==> src/rtl/dma_desc_processor.sv <==
// rtl/dma_desc_processor.sv - splits copy descriptors into destination-aligned read/write command pairs
module dma_desc_processor #(
  parameter int MAX_CHUNK_BYTES = 1024,
  parameter int CHUNK_LOG2      = $clog2(MAX_CHUNK_BYTES)
) (
  input  logic        clk,
  input  logic        reset,
  input  logic        desc_valid_i,
  output logic        desc_ready_o,
  input  logic [31:0] desc_src_addr_i,
  input  logic [31:0] desc_dst_addr_i,
  input  logic [15:0] desc_length_i,
  output logic        dma_rd_fifo_command_req_o,
  output logic [31:0] dma_rd_addr_o,
  output logic [15:0] dma_rd_bytes_to_transfer_o,
  input  logic        dma_rd_fifo_full_i,
  output logic        dma_wr_fifo_command_req_o,
  output logic [31:0] dma_wr_addr_o,
  output logic [15:0] dma_wr_bytes_to_transfer_o,
  input  logic        dma_wr_fifo_full_i,
  output logic        busy_o,
  output logic        desc_done_o,
  output logic [15:0] chunk_count_o
);

  typedef enum logic [2:0] {
    IDLE  = 3'd0,
    CALC  = 3'd1,
    ISSUE = 3'd2,
    GAP   = 3'd3,
    DONE  = 3'd4
  } state_t;

  state_t      state;
  logic [31:0] src;
  logic [31:0] dst;
  logic [15:0] rem;
  logic [15:0] chunk;

  logic [15:0] room;
  logic [15:0] chunk_next;

  // Only the destination offset limits the chunk; the source simply follows along.
  always_comb begin
    room       = 16'(MAX_CHUNK_BYTES) - 16'(dst[CHUNK_LOG2-1:0]);
    chunk_next = (rem < room) ? rem : room;
  end

  always_ff @(posedge clk) begin
    if (reset) begin
      state                      <= IDLE;
      src                        <= '0;
      dst                        <= '0;
      rem                        <= '0;
      chunk                      <= '0;
      desc_ready_o               <= 1'b0;
      dma_rd_fifo_command_req_o  <= 1'b0;
      dma_rd_addr_o              <= '0;
      dma_rd_bytes_to_transfer_o <= '0;
      dma_wr_fifo_command_req_o  <= 1'b0;
      dma_wr_addr_o              <= '0;
      dma_wr_bytes_to_transfer_o <= '0;
      busy_o                     <= 1'b0;
      desc_done_o                <= 1'b0;
      chunk_count_o              <= '0;
    end else begin
      dma_rd_fifo_command_req_o <= 1'b0;
      dma_wr_fifo_command_req_o <= 1'b0;
      desc_done_o               <= 1'b0;
      case (state)
        IDLE: begin
          desc_ready_o <= 1'b1;
          if (desc_valid_i && desc_ready_o) begin
            src           <= desc_src_addr_i;
            dst           <= desc_dst_addr_i;
            rem           <= desc_length_i;
            chunk_count_o <= '0;
            desc_ready_o  <= 1'b0;
            busy_o        <= 1'b1;
            state         <= CALC;
          end
        end
        CALC: begin
          if (rem == 16'd0) begin
            desc_done_o <= 1'b1;
            state       <= DONE;
          end else begin
            chunk <= chunk_next;
            state <= ISSUE;
          end
        end
        ISSUE: begin
          // Both pushes go out together so the read and write queues stay paired.
          if (!(dma_rd_fifo_full_i || dma_wr_fifo_full_i)) begin
            dma_rd_fifo_command_req_o  <= 1'b1;
            dma_wr_fifo_command_req_o  <= 1'b1;
            dma_rd_addr_o              <= src;
            dma_wr_addr_o              <= dst;
            dma_rd_bytes_to_transfer_o <= chunk;
            dma_wr_bytes_to_transfer_o <= chunk;
            state                      <= GAP;
          end
        end
        GAP: begin
          src           <= src + {16'd0, chunk};
          dst           <= dst + {16'd0, chunk};
          rem           <= rem - chunk;
          chunk_count_o <= chunk_count_o + 16'd1;
          state         <= CALC;
        end
        DONE: begin
          busy_o       <= 1'b0;
          desc_ready_o <= 1'b1;
          state        <= IDLE;
        end
        default: state <= IDLE;
      endcase
    end
  end

endmodule

==> config.mk <==
export PLATFORM = sky130hd
export DESIGN_NAME = dma_desc_processor
export DESIGN_NICKNAME = d
export VERILOG_FILES = /design/src/rtl/dma_desc_processor.sv
export SDC_FILE = /design/constraint.sdc
export NUM_CORES = 1
export LEC_CHECK = 0
export ABC_AREA = 1
export BUFFER_PORTS_ARGS = -buffer_cell sky130_fd_sc_hd__buf_2
export CORE_UTILIZATION = 43
export DETAILED_ROUTE_END_ITERATION = 10
export GPL_TIMING_DRIVEN = 1
export PLACE_DENSITY = 0.69
export SYNTH_ARGS = -nofsm -noshare
export SYNTH_HDL_FRONTEND = slang
export SYNTH_SLANG_ARGS = --single-unit
==> constraint.sdc <==
create_clock -name clk -period 3.1 [get_ports clk]
set_clock_uncertainty 0.2 [all_clocks]
set_input_delay 0.62 -clock clk [delete_from_list [all_inputs] [get_ports clk]]
set_output_delay 0.62 -clock clk [all_outputs]
set_load 0.1 [all_outputs]
=== Yosys cells after proc, flatten, opt, wreduce, memory -nomap -nowiden ===
Cells that the tools add are included.
Widths: inputs -> output; s select.

* $add $sub $neg: 5
* Magnitude comparators: 1
* Equal/unequal tests: 6
* Multiplexer cells: 19
* Bitwise logic cells: 4
* Reductions and logical operators: 13

{| class="wikitable"
|+ Operator list
! cell !! count
|-
| $pmux 32 s2 || 2
|-
| $add 32x16->32 || 2
|-
| $mux 32 || 2
|-
| $pmux 16 s2 || 2
|-
| $mux 16 || 3
|-
| $add 16x1->16 const B || 1
|-
| $logic_not 16->1 || 1
|-
| $lt 16x16->1 || 1
|-
| $sub 16x16->16 || 1
|-
| $pmux 3 s4 || 1
|-
| $sub 11x10->12 const A || 1
|-
| $reduce_and 2->1 || 5
|-
| $mux 3 || 3
|-
| $eq 3x2->1 const B || 2
|-
| $mux 1 || 4
|-
| $ne 2x2->1 const B || 2
|-
| $not 1->1 || 4
|-
| $pmux 1 s2 || 2
|-
| $reduce_bool 2->1 || 2
|-
| $reduce_or 2->1 || 2
|-
| $eq 3x1->1 const B || 1
|-
| $eq 3x3->1 const B || 1
|-
| $logic_not 3->1 || 1
|-
| $logic_and 1x1->1 || 1
|-
| $logic_or 1x1->1 || 1
|}

* Flip-flop bits (word level): 199
* Word-level logic and storage cells: 61

=== Logic depth before layout (Yosys ltp) ===
* Depth in word-level cells: 3
* Depth in mapped cells: 19

=== Worst setup path before layout ===
OpenSTA, ideal clock, no wires.

* Path kind: register to register
* Start point: reg dst[1]
* End point: reg chunk[10]
* Library setup time: 109 ps
* Arrival: 2517 ps
* Setup slack: 274 ps
* Stages on the path, launching flop included: 20
* Clock period less this slack: 2826 ps
* Cells stage by stage: dfxtp_1 > inv_1 > ha_1 > nand2_1 > nor2_1 > nand4_1 > or2_2 > nor2_1 > inv_1 > ha_1 > inv_1 > nor2_1 > inv_1 > nor2_1 > nor4_4 > nand2_1 > nand2_1 > nand3_1 > nand2_1 > inv_1

* Cells in the longest elaborated chain, start to end: 3

{| class="wikitable"
|+ Ends and longest elaborated chain
! item !! line !! source
|-
| start, declared || 36 || <nowiki>logic [31:0] dst;</nowiki>
|-
| start signal, assigned || 75 || <nowiki>dst <= desc_dst_addr_i;</nowiki>
|-
| start signal, assigned || 106 || <nowiki>dst <= dst + {16'd0, chunk};</nowiki>
|-
| $sub 11x10->12 (*) || 45 || <nowiki>room = 16'(MAX_CHUNK_BYTES) - 16'(dst[CHUNK_LOG2-1:0]);</nowiki>
|-
| $lt 16x16->1 || 46 || <nowiki>chunk_next = (rem < room) ? rem : room;</nowiki>
|-
| $mux 16 (*) || 46 ||
|-
| end signal, assigned || 88 || <nowiki>chunk <= chunk_next;</nowiki>
|-
| end, declared || 38 || <nowiki>logic [15:0] chunk;</nowiki>
|}

Mark *: on every way between the ends. The rest lies on a longest branch, timed or not.
A chain may end at the register's enable or synchronous reset.

=== Final worst setup path ===
* Start point: reg dst[1]
* End point: reg chunk[3]

Same word-level chain as after synthesis.

==> qor.csv <==
metric;value;unit
drt_first_pass_iters;6;
maxCapViolCount;0;
p_int;5.87;mW
antenna_found_initial;2;
ys_types;48;
ys_seq_area_share;31.4;%
seq_area;3990;um^2
final_common_cell;nand2_1;
syn2layout_area_growth;15.4;%
initial_core_util;44.0;%
powerDensity;720;nW/um^2
worstPathRequired;3.25;ns
reg2reg_from;dst[1]$_SDFFE_PP0P_;
critPathArrivalTime;3.13;ns
synth_area;12700;um^2
design.portCount;202;
portBuffers;201;
worstPathMaxFanout;7;
syn-num-nets;2150;
grt_remaining_overflow;0;
clock_power_share;23.8;%
postSynthCellCount;2003;
fin_nets;2296;
gp_congestion;0.916;
final-hold-violation-count;0;
sw_frac_of_total;44.4;%
clock_tree.root_cell;clkbuf_16;
worst_ir_drop_vdd;0.000350;V
report.final.slew_viol_count;0;
final_cell_mix;nand2_1, inv_1, nand3_1;
first_global_vias;12277;
outcome;completed;
ant_nets;0;
end_kind;flip-flop;
max_freq;335;MHz
tightestPinTransition;0.977;ns
cp_cell_sequence;nor3_4 -> inv_1 -> nor2_2 -> nand3b_1 -> xor2_2 -> inv_1 -> ha_1 -> a21oi_1 -> nor2_2 -> nor4_4 -> buf_4 -> a21oi_1 -> nor2_1 -> nor2_1;
worst_setup_path_start_kind;flip-flop;
yosysWarnings;0;
cts.clk_slew.worst_paths;0.07;ns
synth_top_flop_cell;dfxtp_1;
cp_slowest_cell;nor4_4;
track_usage;26.1;%
dpl.hpwl;28600;um
async_flop_share;0;%
vias_per_cell;5.25;
hold_path_class;primary input to flip-flop;
htree_levels;4;
cpPeakStageDelay;0.41;ns
p_sw;4.68;mW
core;28900;um^2
period_needed;2.98;ns
synth_edf_count;0;
hold_buffers;0;
finalInstanceArea;14700;um^2
grt_pass1_wl;63400;um
critPathBufInv;3;
finalSetupTns;0;ns
cts_sinks;199;
crit_path_start;dst[1]$_SDFFE_PP0P_;
wire_per_inst;15.7;um
cellLeakagePower;6.82;nW
slew_headroom;34.9;%
p_comb_share;44.8;%
nFillCells;2984;
die_w;174;um
setup_viol;0;
power_frac_seq;31.5;%
drive_gt1_share;14.5;%
dp_cells;2509;
holdCritStartpoint;desc_dst_addr_i[0];
cts_tree;built;
fin_crit_sh;96.2;%
route.vias.total;13383;
row_count;62;
clk_latency;0.47;ns
die_area;30200;um^2
cp_top_family;simple AND/OR/NAND/NOR gates;
die_h;174;um
dpl_cell_area;13900;um^2
dr.first_iter.drc_count;955;
finalWirelength;40100;um
stdcell_count;2547;
grt_max_degree;132;
postSynthAreaPerCell;6.34;um^2
crit_type;flip-flop to flip-flop;
clockBufferDepth;2;
ys_seq_elements;199;
cts_buffers;17;
multi_input_area;7250;um^2
drc;0;
-- cell families (layout without fill, tap and decap cells) --
group | after synthesis | in the layout | synth area share (%)
compound gates | 337 | 337 | 14.5
xor+xnor | 12 | 12 | 0.827
fa+ha+maj | 62 | 62 | 6.28
buf+inv | 372 | 531 | 12.4
flops | 199 | 199 | 31.4
other cells | 0 | 1 | 0
simple gates | 1021 | 1021 | 34.6
-- synthesized netlist by cell type (6+ instances only) --
cell type    n  area share [%]
clkbuf_1    32            0.95
buf_6        7            0.62
nand3_1    234             9.2
a31oi_1     26             1.3
a22o_1      10            0.69
or2_2       18            0.89
dfxtp_1    199              31
ha_1        59             5.8
buf_2       30             1.2
nand4_1     14            0.69
inv_1      272             8.0
nor3_1      30             1.2
a21oi_1    198             7.8
nand2_1    585              17
nor4_1       6            0.30
nor2_1     110             3.2
xor2_1      11            0.76
o21ai_0     79             3.1
buf_4       24             1.4
-- state kept, by name, indices dropped and copies added, names as in the netlist --
signal and count:
busy_o 1, desc_done_o 1, dst 32, dma_rd_addr_o 32
dma_wr_addr_o 32, chunk_count_o 16, rem 16, src 32
dma_wr_bytes_to_transfer_o 16, dma_wr_fifo_command_req_o 1, chunk 16, state 3
desc_ready_o 1
-- tightest hold or removal path, cell delays in order --
cell and delay [ns]:
buf_2 0.10, nand2_1 0.06, a31oi_1 0.07
-- cell type report --
| cell class | instances | area share (%) |
|---|---|---|
| Antenna cell | 1 | 0.0171 |
| Sequential cell | 199 | 27.2 |
| Timing Repair Buffer | 222 | 8.52 |
| Clock buffer | 18 | 3.00 |
| Multi-Input combinational cell | 1432 | 49.4 |
| Tap cell | 384 | 3.28 |
| Inverter | 277 | 7.14 |
| Clock inverter | 14 | 1.42 |
-- power groups by stage --
stage	registers [mW]	logic, mW	clock network, mW
after floorplan	3.31	3.30	0
after global placement	3.34	4.34	0
after detailed placement	3.35	4.42	0
after CTS	3.29	4.45	2.55
after global routing	3.35	5.30	2.65
final	3.32	4.73	2.51
-- through the flow --
step | worst slack [ns] | hold slack (ns) | utilization, % | total power, mW
global route | -0.121 | 0.241 | 50.8 | 11.3
floorplan | 0.274 | 0.271 | - | 6.61
CTS | 0.0272 | 0.231 | 50.3 | 10.3
global placement | 0.146 | 0.247 | 48.1 | 7.69
detailed placement | 0.0839 | 0.250 | 48.1 | 7.76
finish | 0.117 | 0.237 | 50.8 | 10.6
-- layer usage --
metal,global-route usage (%),vias to the layer above,routed length [um]
met5,0,-,13
li1,-,6780,-
met3,4.05,64,2190
met2,44.7,402,19200
met4,8.63,2,993
met1,33.5,6135,17700
-- final timing paths --
check | to | slack, ns | depth (start not counted)
setup / recovery | chunk[3]$_SDFFE_PP0P_ | 0.12 | 14
hold / removal | dst[0]$_SDFFE_PP0P_ | 0.24 | 3
setup reg to reg | chunk[3]$_SDFFE_PP0P_ | 0.12 | 14
hold reg to reg | dma_rd_addr_o[17]$_SDFFE_PP0P_ | 0.26 | 2
-- timing repair --
| action | 4_1_cts | 5_1_grt |
|---|---|---|
| setup buffers | 0 | 4 |
| gates resized for setup | 0 | 28 |
| hold endpoints to repair | 0 | 0 |
| endpoints found under the setup margin | 0 | 11 |
(Power assumes the default switching activity.)
